===== config.mk =====
export PLATFORM = sky130hd
export DESIGN_NAME = alu_issue_stage
export DESIGN_NICKNAME = d
export VERILOG_FILES = /design/src/rtl/alu_issue_stage.sv
export SDC_FILE = /design/constraint.sdc
export NUM_CORES = 1
export LEC_CHECK = 0
export ABC_AREA = 1
export BUFFER_PORTS_ARGS = -buffer_cell sky130_fd_sc_hd__buf_4
export CAP_MARGIN = 10
export CORE_MARGIN = 2
export CORE_UTILIZATION = 47
export CTS_CLUSTER_DIAMETER = 40
export CTS_CLUSTER_SIZE = 10
export DETAILED_ROUTE_END_ITERATION = 10
export GPL_ROUTABILITY_DRIVEN = 0
export PLACE_DENSITY = 0.76
export SLEW_MARGIN = 40
export SYNTH_ARGS = -nofsm -noshare
export SYNTH_HDL_FRONTEND = slang
export SYNTH_SLANG_ARGS = --single-unit

===== constraint.sdc =====
create_clock -name clk -period 1.4 [get_ports clk]
set_clock_uncertainty 0.05 [all_clocks]
set_input_delay 0.14 -clock clk [delete_from_list [all_inputs] [get_ports clk]]
set_output_delay 0.14 -clock clk [all_outputs]
set_load 0.02 [all_outputs]

===== src/rtl/alu_issue_stage.sv =====
// Decode/execute boundary: resolves operands, builds ALU control and holds it in a
// main + skid register pair. Define ALU_ISSUE_FWD_EN to enable EX/MEM and MEM/WB forwarding.
module alu_issue_stage #(
    parameter int XLEN = 32,
    parameter int RA_W = 5
) (
    input  logic            clk,
    input  logic            rst_n,
    input  logic            flush,
    input  logic            in_valid,
    output logic            in_ready,
    input  logic [6:0]      in_opcode,
    input  logic [2:0]      in_funct3,
    input  logic            in_funct7b5,
    input  logic [XLEN-1:0] in_pc,
    input  logic [RA_W-1:0] in_rs1_addr,
    input  logic [RA_W-1:0] in_rs2_addr,
    input  logic [XLEN-1:0] in_rs1_data,
    input  logic [XLEN-1:0] in_rs2_data,
    input  logic [XLEN-1:0] in_imm,
    input  logic            fwd_ex_valid,
    input  logic [RA_W-1:0] fwd_ex_rd,
    input  logic [XLEN-1:0] fwd_ex_data,
    input  logic            fwd_wb_valid,
    input  logic [RA_W-1:0] fwd_wb_rd,
    input  logic [XLEN-1:0] fwd_wb_data,
    output logic            out_valid,
    input  logic            out_ready,
    output logic [3:0]      out_cntl,
    output logic [XLEN-1:0] out_a,
    output logic [XLEN-1:0] out_b,
    output logic [XLEN-1:0] out_store_data,
    output logic            out_illegal
);

    localparam logic [3:0] ALU_AND   = 4'b0000;
    localparam logic [3:0] ALU_OR    = 4'b0001;
    localparam logic [3:0] ALU_XOR   = 4'b0010;
    localparam logic [3:0] ALU_ADD   = 4'b0011;
    localparam logic [3:0] ALU_SUB   = 4'b0100;
    localparam logic [3:0] ALU_SLT   = 4'b0101;
    localparam logic [3:0] ALU_SLTU  = 4'b0110;
    localparam logic [3:0] ALU_SLL   = 4'b0111;
    localparam logic [3:0] ALU_SRA   = 4'b1000;
    localparam logic [3:0] ALU_SRL   = 4'b1001;
    localparam logic [3:0] ALU_PASSB = 4'b1010;
    localparam logic [3:0] ALU_ILL   = 4'b1111;

    localparam logic [6:0] OPC_OP     = 7'b0110011;
    localparam logic [6:0] OPC_OPIMM  = 7'b0010011;
    localparam logic [6:0] OPC_LUI    = 7'b0110111;
    localparam logic [6:0] OPC_AUIPC  = 7'b0010111;
    localparam logic [6:0] OPC_LOAD   = 7'b0000011;
    localparam logic [6:0] OPC_STORE  = 7'b0100011;
    localparam logic [6:0] OPC_BRANCH = 7'b1100011;
    localparam logic [6:0] OPC_JAL    = 7'b1101111;
    localparam logic [6:0] OPC_JALR   = 7'b1100111;

    typedef struct packed {
        logic [3:0]      cntl;
        logic [XLEN-1:0] a;
        logic [XLEN-1:0] b;
        logic [XLEN-1:0] sd;
        logic            illegal;
    } entry_t;

    // Operand resolution, index 0 = rs1, index 1 = rs2
    logic [1:0][RA_W-1:0] src_addr;
    logic [1:0][XLEN-1:0] src_rf;
    logic [1:0][XLEN-1:0] src_val;

    assign src_addr = {in_rs2_addr, in_rs1_addr};
    assign src_rf   = {in_rs2_data, in_rs1_data};

    genvar gi;
    generate
        for (gi = 0; gi < 2; gi++) begin : g_src
`ifdef ALU_ISSUE_FWD_EN
            // x0 check first also guarantees forwarding never matches rd==0
            assign src_val[gi] = (src_addr[gi] == '0) ? '0 :
                                 (fwd_ex_valid && (fwd_ex_rd == src_addr[gi])) ? fwd_ex_data :
                                 (fwd_wb_valid && (fwd_wb_rd == src_addr[gi])) ? fwd_wb_data :
                                 src_rf[gi];
`else
            assign src_val[gi] = (src_addr[gi] == '0) ? '0 : src_rf[gi];
`endif
        end
    endgenerate

`ifndef ALU_ISSUE_FWD_EN
    logic fwd_unused;
    assign fwd_unused = ^{fwd_ex_valid, fwd_ex_rd, fwd_ex_data,
                          fwd_wb_valid, fwd_wb_rd, fwd_wb_data};
`endif

    // Decode
    logic [3:0]      dec_cntl;
    logic [XLEN-1:0] dec_a;
    logic [XLEN-1:0] dec_b;
    logic            dec_ill;
    entry_t          new_entry;

    always_comb begin
        dec_cntl = ALU_ADD;
        dec_a    = src_val[0];
        dec_b    = src_val[1];
        dec_ill  = 1'b0;
        case (in_opcode)
            OPC_OP, OPC_OPIMM: begin
                if (in_opcode == OPC_OPIMM) begin
                    dec_b = in_imm;
                end
                case (in_funct3)
                    3'b000: dec_cntl = (in_opcode == OPC_OP && in_funct7b5) ? ALU_SUB : ALU_ADD;
                    3'b001: begin
                        dec_cntl = ALU_SLL;
                        if (in_opcode == OPC_OPIMM && in_funct7b5) begin
                            dec_ill = 1'b1;
                        end
                    end
                    3'b010:  dec_cntl = ALU_SLT;
                    3'b011:  dec_cntl = ALU_SLTU;
                    3'b100:  dec_cntl = ALU_XOR;
                    3'b101:  dec_cntl = in_funct7b5 ? ALU_SRA : ALU_SRL;
                    3'b110:  dec_cntl = ALU_OR;
                    default: dec_cntl = ALU_AND;
                endcase
            end
            OPC_LUI: begin
                dec_cntl = ALU_PASSB;
                dec_a    = '0;
                dec_b    = in_imm;
            end
            OPC_AUIPC: begin
                dec_a = in_pc;
                dec_b = in_imm;
            end
            OPC_LOAD, OPC_STORE: begin
                dec_b = in_imm;
            end
            OPC_BRANCH: begin
                case (in_funct3)
                    3'b000, 3'b001: dec_cntl = ALU_SUB;
                    3'b100, 3'b101: dec_cntl = ALU_SLT;
                    3'b110, 3'b111: dec_cntl = ALU_SLTU;
                    default:        dec_ill  = 1'b1;
                endcase
            end
            OPC_JAL, OPC_JALR: begin
                dec_a = in_pc;
                dec_b = XLEN'(4);
            end
            default: dec_ill = 1'b1;
        endcase
        // Every illegal entry presents the same inert operands to the ALU
        if (dec_ill) begin
            dec_cntl = ALU_ILL;
            dec_a    = '0;
            dec_b    = '0;
        end
    end

    assign new_entry = '{cntl: dec_cntl, a: dec_a, b: dec_b, sd: src_val[1], illegal: dec_ill};

    // Main (M) and skid (S) storage
    logic   m_valid_reg, m_valid_next;
    logic   s_valid_reg, s_valid_next;
    entry_t m_reg, m_next;
    entry_t s_reg, s_next;
    logic   accept;
    logic   consume;

    assign in_ready = !s_valid_reg;
    assign accept   = in_valid && in_ready;
    assign consume  = m_valid_reg && out_ready;

    always_comb begin
        m_valid_next = m_valid_reg;
        s_valid_next = s_valid_reg;
        m_next       = m_reg;
        s_next       = s_reg;
        if (flush) begin
            m_valid_next = 1'b0;
            s_valid_next = 1'b0;
        end else if (!m_valid_reg || consume) begin
            if (s_valid_reg) begin
                m_next       = s_reg;
                m_valid_next = 1'b1;
                s_valid_next = accept;
                if (accept) begin
                    s_next = new_entry;
                end
            end else begin
                m_valid_next = accept;
                if (accept) begin
                    m_next = new_entry;
                end
            end
        end else if (accept) begin
            s_next       = new_entry;
            s_valid_next = 1'b1;
        end
    end

    always_ff @(posedge clk or negedge rst_n) begin
        if (!rst_n) begin
            m_valid_reg <= 1'b0;
            s_valid_reg <= 1'b0;
            m_reg       <= '0;
            s_reg       <= '0;
        end else begin
            m_valid_reg <= m_valid_next;
            s_valid_reg <= s_valid_next;
            m_reg       <= m_next;
            s_reg       <= s_next;
        end
    end

    assign out_valid      = m_valid_reg;
    assign out_cntl       = m_reg.cntl;
    assign out_a          = m_reg.a;
    assign out_b          = m_reg.b;
    assign out_store_data = m_reg.sd;
    assign out_illegal    = m_reg.illegal;

endmodule


Word level (Yosys, flattened, before mapping)
Cells that the tools add are included. Widths: inputs -> output; s select.

Flip-flop bits (word level): 204. Output and inout port bits: 103. Logic and storage cells: 83.

Eq/ne operators: 17. Muxes and demuxes: 29. Bitwise operators: 1. Reduce and logical (&&, ||, !) cells: 24.

Operators with widths (number): $mux 101 (5); $mux 32 (5); $pmux 32 s3 (1); $pmux 32 s2 (1); $pmux 4 s7 (1); $eq 7x6->1 const B (3); $eq 7x7->1 const B (3); $eq 7x5->1 const B (2); $eq 3x3->1 const B (4); $pmux 4 s3 (1); $reduce_or 6->1 (2); $mux 1 (11); $logic_not 5->1 (2); $reduce_or 2->1 (5); $pmux 3 s3 (1); $eq 7x2->1 const B (1); $eq 3x2->1 const B (2); $logic_and 1x1->1 (4); $mux 4 (1); $reduce_bool 2->1 (2); $reduce_or 4->1 (1); $eq 3x1->1 const B (1); $logic_not 3->1 (1); $mux 3 (1); 9 further kinds (10).

Depth between registers and ports, before layout
Word-level depth: 9. Depth in mapped cells: 14. Gate-level depth less buffers: 13.

Worst setup path before layout
OpenSTA, ideal clock, no wires.

Kind: reg-to-reg. Start: reg m_valid_reg, in the netlist out_valid. End: reg m_reg (netlist bit out_a[24]). Setup time: 0.116 ns. Arrival: 1.479 ns. Required time: 1.234 ns. Slack: -0.246 ns. Stages on the path, launching flop included: 10. Period minus slack after synthesis: 1.646 ns. Cells stage by stage: dfrtp_1 -> inv_1 -> nor2_1 -> inv_1 -> nand2_1 -> clkbuf_1 -> clkbuf_1 -> nor2_1 -> nand2_1 -> nand2_1.

Longest elaborated chain between the ends: 3. Elaborated cells between the ends (all ways): 4. Classes of those cells: 4 x reduce/logical.

RTL lines: from (decl) (line 166) `logic m_valid_reg, m_valid_next;`; from (signal assigned) (line 212) `m_valid_reg <= m_valid_next;`; $logic_not 1->1 / $logic_and 1x1->1 (equally long branches) (line 185, 175); $logic_or 1x1->1 (*) (line 185) `end else if (!m_valid_reg || consume) begin`; $reduce_and 3->1 (no source line) (*); to (signal assigned) (line 214) `m_reg <= m_next;`; to (decl) (line 168) `entry_t m_reg, m_next;`.

Mark *: on every way between the ends. The rest lies on a longest branch, timed or not. A chain may end at the register's enable or synchronous reset.

Final worst setup path
Start: reg m_valid_reg, in the netlist out_valid. End: reg s_reg[74] (netlist bit).

Longest elaborated chain between the ends: 4. Elaborated cells between the ends (all ways): 6. Classes of those cells: 1 x eq/ne; 1 x mux; 4 x reduce/logical.

RTL lines: $logic_not 1->1 / $logic_and 1x1->1 (equally long branches) (line 185, 175); $logic_or 1x1->1 (*) (line 185); $ne 2x2->1 (no source line); $reduce_and 2->1 (no source line); to (signal assigned) (line 215) `s_reg <= s_next;`; to (decl) (line 169) `entry_t s_reg, s_next;`.

Marked as above.

==> results.tsv <==
metric	value	unit
Wirelength per Cell	17.8	um
Reg clk slew, reported paths	50	ps
Tot Pwr	19400	uW
r2r setup slk	-170	ps
Core Util, Final	73.9	%
maximum capacitance violations	0	
global-route wire length before repair	56500	um
Tcrit/Tclk final	112	%
syn nets	1728	
Inserted Clock Buffers	36	
Hold Path Origin	in_rs2_data[15]	
vias after detailed routing	11856	
combinational share of power	20.0	%
largest net degree at the start of global routing	63	
leakage	0.00912	uW
Final min period	1570	ps
chip width	153	um
IO buf count	256	
initial antenna violation count	1	
post-synthesis sequential area ratio	48.7	%
fmax	0.635	GHz
Reg2Reg Launch Point	out_valid	
GRT overflow	0	
Post-Syn Area per Cell	7.02	um^2
IO Count	333	
number of clock sinks	204	
Clock power frac	42.7	%
Final Hold Fails	0	
CP required	1760	ps
Worst VDD drop	0.718	mV
Worst EP arrival	1940	ps
Rows	54	
Root Buffer	clkbuf_16	
filler instances	1520	
worst r2r dst	s_reg[74]	
Startpoint Class	register	
worst-path maximum fanout	7	
post-synth cell types	29	
iteration-0 DRC count of the detailed router	1049	
Core Box Area	0.0219	mm^2
final setup violation count	199	
full die area	0.0235	mm^2
unrepaired setup endpoints after global routing	yes	
Reg power frac	37.3	%
All-Layer GR Usage	29.5	%
max reg flops	101	
Cells after DPL	2028	
Syn Inst Count	1495	
CTS tree	yes	
slew margin rel.	77.0	%
worst hold path depth	4	
die height	153	um
Cell Area, Synth	0.0105	mm^2
Worst Hold Path EP	s_reg[16]	
clock latency on the worst-skew pair	510	ps
Final Max Tran Viols	0	
CP endpoint kind	register	
synth warn	0	
clk buf depth	3	
DP HPWL	22500	um
number of vias per cell	5.44	
Switch Pwr	5590	uW
DRT Pass-1 Iters	5	
worst slew pin tran	346	ps
P_int	13800	uW
register bit total from synthesis	204	
Finished Layout Cells	2178	
R2R cell count	10	
synth-to-layout area growth	54.3	%
# DRC	0	
PD cells	1200	mW/mm^2
kind of critical path	register to register	
layout cell share with drive strength beyond 1	29.2	%
CP startpoint	out_valid	
status	finished with violations	
Initial Utilization	47.9	%
HP Class	primary input to register	
vias in the first global route	11242	
CTS H-tree lvls	2	
Worst Slack Setup Final	-174	ps
Routed Antenna Nets	0	
violated checks	setup timing	
Sw Share	28.8	%
Final nets	2104	
final WL	38800	um
[worst max-delay path by stage]
stage | end | slack [ps]
final | s_reg[74] | -170
after floorplan | out_a[10] | -50
after global routing | s_reg[32] | -240
after detailed placement | out_a[4] | -250
after global placement | out_a[20] | -230
after CTS | in_ready | -110
[power by group through the flow]
stage               registers [uW]  logic (uW)  clock network [uW]
finish                        7250        3890                8290
detailed placement            7270        3330                   0
floorplan                     7580        1330                   0
global placement              7240        3240                   0
CTS                           7200        3550                8360
global route                  7320        4220                8690
[critical path, cell delays in order (launching register included)]
cell	delay, ps
dfrtp_2	370
inv_2	40
nor2_2	100
inv_2	70
nor2_4	140
nand3_4	120
buf_12	180
clkinv_16	80
clkbuf_16	160
nand2_2	60
o21ai_1	90
[cells in the final DEF, fill, tap and decap left out, types with 3 or more instances in the layout]
cell / instances
nand2_1: 579
buf_4: 324
dfrtp_1: 202
nor2_1: 149
o21ai_1: 86
inv_1: 78
nand3_1: 73
o21ai_0: 70
dlygate4sd3_1: 51
clkbuf_16: 48
o21ai_2: 40
a21oi_1: 36
nand2_2: 28
buf_12: 28
nand2_4: 22
clkbuf_1: 8
buf_6: 8
buf_16: 8
clkinv_2: 7
clkbuf_8: 7
nor2_2: 6
inv_2: 5
nand4_1: 4
ha_1: 3
inv_6: 3
[metrics by stage]
stage / TNS, ps / hold slack (ps) / worst slack [ps] / instance area (um^2)
2_1_floorplan: -2140 / -206 / -46.7 / 10600
3_3_place_gp: -18020 / 24.8 / -232 / 13400
3_5_place_dp: -24540 / 28.2 / -248 / 13400
4_1_cts: -8440 / 1.24 / -113 / 15300
5_1_grt: -30270 / 4.42 / -243 / 16200
6_report: -16420 / 0.0123 / -174 / 16200
[cells in the mapped netlist, drive strengths merged]
library cell,count,area share [%]
nand2,628,23
dfrtp,204,49
o21ai,197,9.4
nor2,157,5.7
inv,85,3.1
nand3,76,3.7
clkbuf,71,2.5
a21oi,37,1.8
buf,26,1.4
nand4,4,0.24
ha,3,0.36
nor3,2,0.095
a2bb2oi,1,0.084
clkinv,1,0.036
nand3b,1,0.072
o211ai,1,0.072
or2,1,0.060
[metal layers]
layer / wire length [um] / global-route usage [%] / vias up
li1: - / - / 5470
met5: 0 / 0 / -
met3: 3450 / 6.29 / 157
met4: 2020 / 13.5 / 0
met2: 19000 / 49.1 / 683
met1: 14300 / 37.1 / 5546
[area by class of cell]
| type | instances | area (um^2) | share of cell area, % |
|---|---|---|---|
| diodes | 1 | 2.50 | 0.0155 |
| clock buffers | 51 | 1040 | 6.42 |
| clock inverters | 13 | 108 | 0.665 |
| inverters | 86 | 359 | 2.22 |
| multi-input cells | 1109 | 5060 | 31.3 |
| flip-flops and latches | 204 | 5110 | 31.6 |
| well taps | 280 | 350 | 2.16 |
| repair buffers | 433 | 4130 | 25.5 |
| repair inverters | 1 | 20.0 | 0.124 |
[cell families (layout without fill, tap and decap cells)]
family / Yosys count / after routing / share of synthesized area [%]
simple gates: 869 / 870 / 32.5
flops: 204 / 204 / 48.7
other cells: 0 / 1 / 0
buf+inv: 183 / 584 / 7.07
fa+ha+maj: 3 / 3 / 0.358
compound gates: 236 / 236 / 11.4
[timing repair]
item,4_1_cts,5_1_grt
cloned,6,16
hold buffers,51,0
endpoints found under the setup margin,167,203
buffers inserted,5,8
resized for setup,46,140
hold endpoints to repair,259,0
pin swaps,1,14
Note: power is estimated with default switching activity, not from simulation.
